==> src/rtl/edge_period_meter.sv <==
// edge_period_meter: measures the rise-to-rise interval of an asynchronous
// pulse train in clock cycles. It reports each new interval with a one-cycle
// strobe, counts valid measurements (mod 16) for an LED display, and raises a
// sticky timeout flag when no rise arrives within TIMEOUT_CYCLES.
`timescale 1ns/1ps

module edge_period_meter #(
    parameter logic [31:0] TIMEOUT_CYCLES = 32'd24000000
) (
    input  logic        clock,
    input  logic        rst,
    input  logic        io_in,
    output logic [31:0] period,
    output logic        period_valid,
    output logic        timeout,
    output logic [3:0]  io_out
);

    // Last count value that is still inside the measurable window.
    localparam logic [31:0] LIMIT = TIMEOUT_CYCLES - 32'd1;

    typedef enum logic {
        IDLE    = 1'b0,
        MEASURE = 1'b1
    } state_t;

    state_t      state_reg;
    state_t      state_next;

    logic        s1_reg;
    logic        s2_reg;
    logic        prev_reg;
    logic        rise;
    logic        at_limit;

    // Action decodes produced by the FSM output logic.
    logic        do_arm;
    logic        do_measure;
    logic        do_timeout;

    logic [31:0] cnt_reg;
    logic [31:0] cnt_next;
    logic [31:0] period_reg;
    logic [31:0] period_next;
    logic        valid_reg;
    logic        valid_next;
    logic        timeout_reg;
    logic        timeout_next;
    logic [3:0]  count_reg;
    logic [3:0]  count_next;

    assign rise     = s2_reg & ~prev_reg;
    assign at_limit = (cnt_reg == LIMIT);

    // Two-flop synchronizer followed by a history flop for edge detection.
    always_ff @(posedge clock or posedge rst) begin
        if (rst) begin
            s1_reg   <= 1'b0;
            s2_reg   <= 1'b0;
            prev_reg <= 1'b0;
        end else begin
            s1_reg   <= io_in;
            s2_reg   <= s1_reg;
            prev_reg <= s2_reg;
        end
    end

    // FSM state register.
    always_ff @(posedge clock or posedge rst) begin
        if (rst) begin
            state_reg <= IDLE;
        end else begin
            state_reg <= state_next;
        end
    end

    // FSM next-state logic: a rise arms or re-arms, the window limit without a rise disarms.
    always_comb begin
        state_next = state_reg;
        case (state_reg)
            IDLE: begin
                if (rise) begin
                    state_next = MEASURE;
                end
            end
            MEASURE: begin
                if (!rise && at_limit) begin
                    state_next = IDLE;
                end
            end
            default: state_next = IDLE;
        endcase
    end

    // FSM output logic: decode which datapath action happens this cycle.
    // A rise on the very last cycle of the window still counts as a measurement.
    always_comb begin
        do_arm     = 1'b0;
        do_measure = 1'b0;
        do_timeout = 1'b0;
        case (state_reg)
            IDLE: begin
                do_arm = rise;
            end
            MEASURE: begin
                do_measure = rise;
                do_timeout = !rise && at_limit;
            end
            default: begin
                do_arm = 1'b0;
            end
        endcase
    end

    // Datapath next values: counter, captured period, strobe, sticky timeout, LED count.
    always_comb begin
        cnt_next     = cnt_reg;
        period_next  = period_reg;
        valid_next   = 1'b0;
        timeout_next = timeout_reg;
        count_next   = count_reg;
        if (do_arm) begin
            cnt_next = 32'd0;
        end else if (do_measure) begin
            cnt_next     = 32'd0;
            period_next  = cnt_reg + 32'd1;
            valid_next   = 1'b1;
            timeout_next = 1'b0;
            count_next   = count_reg + 4'd1;
        end else if (do_timeout) begin
            cnt_next     = 32'd0;
            timeout_next = 1'b1;
        end else if (state_reg == MEASURE) begin
            cnt_next = cnt_reg + 32'd1;
        end
    end

    // Datapath registers; reset discards any partial count.
    always_ff @(posedge clock or posedge rst) begin
        if (rst) begin
            cnt_reg     <= 32'd0;
            period_reg  <= 32'd0;
            valid_reg   <= 1'b0;
            timeout_reg <= 1'b0;
            count_reg   <= 4'd0;
        end else begin
            cnt_reg     <= cnt_next;
            period_reg  <= period_next;
            valid_reg   <= valid_next;
            timeout_reg <= timeout_next;
            count_reg   <= count_next;
        end
    end

    assign period       = period_reg;
    assign period_valid = valid_reg;
    assign timeout      = timeout_reg;
    assign io_out       = count_reg;

endmodule

==> config.mk <==
export PLATFORM = sky130hd
export DESIGN_NAME = edge_period_meter
export DESIGN_NICKNAME = d
export VERILOG_FILES = /design/src/rtl/edge_period_meter.sv
export SDC_FILE = /design/constraint.sdc
export NUM_CORES = 1
export LEC_CHECK = 0
export ABC_AREA = 1
export CAP_MARGIN = 20
export CORE_MARGIN = 1
export CORE_UTILIZATION = 30
export CTS_CLUSTER_DIAMETER = 30
export DETAILED_ROUTE_END_ITERATION = 8
export HOLD_SLACK_MARGIN = 0.02
export SKIP_LAST_GASP = 1
export SYNTH_ARGS = -nofsm -noshare
export SYNTH_HDL_FRONTEND = slang
export SYNTH_SLANG_ARGS = --single-unit
==> constraint.sdc <==
create_clock -name clock -period 3.75 [get_ports clock]
set_clock_uncertainty 0.15 [all_clocks]
set_input_delay 0.75 -clock clock [delete_from_list [all_inputs] [get_ports clock]]
set_output_delay 0.75 -clock clock [all_outputs]
set_load 0.02 [all_outputs]
== Word level (Yosys, flattened, before mapping) ==
Index checks and enable logic that the tools add are counted.
Cells by class
  bitwise logic cells: 4
  mux-type cells: 14
  equal/unequal tests: 1
  add/sub/neg operators: 2
  reduce and logical (&&, ||, !) cells: 6
Operators with widths (number)
  32-bit 2-to-1 mux: 4
  32-bit by 1-bit adder with 32-bit output, second input constant: 1
  32-bit by 25-bit equality test with 1-bit output, second input constant: 1
  1-bit 2-to-1 mux: 9
  4-bit by 1-bit adder with 4-bit output, second input constant: 1
  2-bit AND reduction: 2
  4-bit nonzero test: 1
  1-bit NOT: 3
  1-bit one-hot mux with 2 select lines: 1
  2-bit nonzero test: 1
  1-bit AND: 1
  1-bit logical AND: 1
  1-bit logical NOT: 1
Word-level totals
  bits in registers: 74
  input bits: 3
  output and inout port bits: 38

== Logic depth before layout (Yosys ltp) ==
  depth in word-level cells: 8
  mapped depth: 11
  gate-level depth less buffers: 10

== Worst setup path before layout ==
Ideal clock, no wire load.
  path type: reg-to-reg
  start point: register cnt_reg[0]
  end point: register cnt_reg[2]
  required time: 3483 ps
  buffers on the path: 2
  arrival time: 1439 ps
  path slack: 2044 ps
  library setup time: 117 ps
  cell stages (with the launch flop): 11
  cells stage by stage: dfrtp_1 ha_1 nand3_2 nor2_4 nand3_2 nor2_4 nor2_1 buf_6 buf_6 nand2_1 nand2_1
On the way
  cells in the longest elaborated chain, start to end: 6
  elaborated cells on any way between the ends: 9
RTL lines
  from (decl): RTL line 41  | logic [31:0] cnt_reg;
  from (signal assigned): RTL line 147  | cnt_reg <= cnt_next;
  parallel branches: the longest is 6 deep, another holds 32-bit by 1-bit adder with 32-bit output
Parallel ways; which one is timed is not known. The select of a mux whose other input is x is not followed.
A chain may end at the register's enable or synchronous reset.

== Final worst setup path ==
  start point: register count_reg[0] (netlist: io_out[0])
  end point: output port io_out[0]
RTL lines
  from (decl): RTL line 49  | logic [3:0] count_reg;
  from (signal assigned): RTL line 151  | count_reg <= count_next;
  to (decl): RTL line 16  | output logic [3:0] io_out
No word-level cell between the ends.

==> impl_metrics.yaml <==
die:
  start_util_pct: 31.1
  die_w_um: 114
  die_area_um2: 13100
  die_h_um: 114
  fp.coreArea_um2: 12200
  ios: 41
  rows: 40
synth:
  synthMuxAreaShare_pct: 0
  netlist_top_cells_area: "dfrtp_1 49%, nand2_1 29%, nor2_1 5.1%, xor2_1 2.5%, inv_1 2.5%"
  synth-xor-area-share_pct: 3.70
  yosys_register_bits: 74
  yosysTopAreaCellShare_pct: 48.9
  ys_top_cells_by_count: "290 x nand2_1, 74 x dfrtp_1, 51 x nor2_1"
  synth-compound-area-share_pct: 1.06
  synth.most_common_cell: "nand2_1"
  synth_ff_type: "dfrtp_1"
  avgSynthCellArea_um2: 7.27
  syn-num-nets: 526
  synth_warnings: 0
  synth_top_family_by_area: "simple AND/OR/NAND/NOR gates"
  ys_types: 22
  ys_async_sr_fraction_pct: 100
  syn_inst: 521
  syn_area_um2: 3790
  synth-edff-count: 0
  yosys.area_share.simple_pct: 41.0
  yosys.area_share.adder_pct: 0.661
  yosysSeqAreaShare_pct: 48.9
  yosysTopAreaCell: "dfrtp_1"
detailed_routing:
  postRouteAntennaNets: 0
  drt-met1-wl_um: 4480
  vias: 3272
  dr.max_layer_used: "met4"
  drt_wl_total_um: 9120
  drc: 0
  drt_pass1_iterations: 6
  dr_wl_met2_um: 4000
  dr.first_iter.drc_count: 190
  routed_via_density: 4.45
  routed-wl-met3_um: 435
  wl_per_cell_um: 12.4
final_layout:
  synthToLayoutAreaGrowth_pct: 23.2
  final_cells: 736
  postLayoutCellArea_um2: 4660
  fillers: 1252
  num_antenna_cells: 0
  drive_above_1_share_pct: 6.51
  fin_nets: 568
timing:
  period_needed_ns: 2.27
  max_freq_mhz: 441
  rsz0062_at_grt: "no"
  finalSetupViolCount: 0
  worst-slew-pin-transition_ns: 0.901
  drv_slew: 0
  slew_headroom_pct: 39.7
  setup_tns_ns: 0
  finalHoldViolations: 0
  finalCritPeriodShare_pct: 60.4
global_routing:
  grt_pass1_vias: 3119
  grt_pass1_wl_um: 15400
  overflow: 0
  grtUsageTotal_pct: 15.4
  antenna_found_initial: 0
  grt_max_degree: 45
worst_setup_path:
  crit_buf_inv: 1
  critPathMaxFanout: 4
  start_kind: "register"
  arrival_ns: 1.37
  crit_family: "buffers and inverters"
  crit_slowest_cell: "clkdlybuf4s50_1"
  cp-end-kind: "output port"
  path_cells: "clkdlybuf4s50_1"
  crit_type: "register to output port"
  cp.required_ns: 2.85
  cpPeakStageDelay_ns: 0.63
power:
  ir_drop_v: 0.000205
  leakagePower_nw: 2.24
  cellPowerDensity_nw_per_um2: 431
place:
  gp_congestion: 0.860
  dp_cells: 720
  placed_area_um2: 4370
  dp_hpwl_um: 6350
  port_buffers: 40
flow_run:
  drv_cap: 0
clocking:
  cts_hold_buf: 0
  h-tree-depth: 3
  cts_max_path_buffers: 2
  post_cts_buffers: 0
  clock_sinks: 74
  worst_skew_pair.late_latency_ns: 0.34
  clock-root-buffer: "clkbuf_16"
  post_cts_resized: 0
  clk_pin_slew_worst_paths_ns: 0.06
  cts_tree: "yes"
  tritoncts.num_buffers: 9
run_status:
  status: "finished, final reports clean"
hold_path:
  min_path_type: "register to register"
-- metrics by stage --
stage	power [W]	hold WS, ns	setup WS (ns)	util (%)
6_report	0.00201	0.238	1.48	38.3
4_1_cts	0.00204	0.233	1.47	38.3
5_1_grt	0.00209	0.247	1.43	38.3
3_3_place_gp	0.00119	0.212	1.69	35.9
3_5_place_dp	0.00120	0.220	1.65	35.9
2_1_floorplan	0.00107	0.181	0.968	-
-- placed cells by master, fill, tap and decap left out, drive strengths merged --
master / instances
nand3b: 12
clkinvlp: 2
clkinv: 2
nor3: 1
buf: 4
clkbuf: 12
nand2: 291
dfrtp: 74
or2: 2
clkdlybuf4s50: 40
o21ai: 7
nand3: 11
nand4: 2
xor2: 11
a21oi: 1
nor2: 60
inv: 29
ha: 2
xnor2: 5
-- kinds of logic after synthesis --
family / count (synthesis)
AO/OA/AOI/OAI: 8
XOR/XNOR: 16
adder cells (fa/ha/maj): 2
buffers and inverters: 42
flip-flops: 74
AND/OR/NAND/NOR: 379
-- cell type report --
class                      count  area, um2  share of cell area, %
inverter                      29        109                   2.33
multi-input combinational    405       1760                   37.7
clock buffer                  12        267                   5.72
timing repair buffer          44        443                   9.50
clock inverter                 4       25.0                  0.537
sequential                    74       1850                   39.7
tap                          168        210                   4.51
-- worst paths after layout --
check / cells after the start / slack (ns) / end / start
setup / recovery: 1 / 1.48 / io_out[0] / io_out[0]$_DFFE_PP0P_
hold / removal: 0 / 0.24 / prev_reg$_DFF_PP0_ / s2_reg$_DFF_PP0_
min in group asynchronous: 2 / 0.69 / io_out[2]$_DFFE_PP0P_ / rst
hold reg to reg: 0 / 0.24 / prev_reg$_DFF_PP0_ / s2_reg$_DFF_PP0_
max in group asynchronous: 3 / 2.09 / cnt_reg[26]$_DFFE_PP0P_ / rst
setup reg to reg: 6 / 1.67 / cnt_reg[17]$_DFFE_PP0P_ / s2_reg$_DFF_PP0_
-- routing by layer --
metal / global-route usage [%] / vias to the layer above
li1: - / 1671
met2: 23.3 / 90
met4: 7.36 / 0
met1: 21.0 / 1497
met3: 3.12 / 14
met5: 0 / -
-- where the power goes --
part / switching, W / internal, W
clock network: 0.000333 / 0.000499
logic: 0.000154 / 0.000115
registers: 0.0000521 / 0.000857
total: 0.000539 / 0.00147
Power figures use the tool's default switching activity.
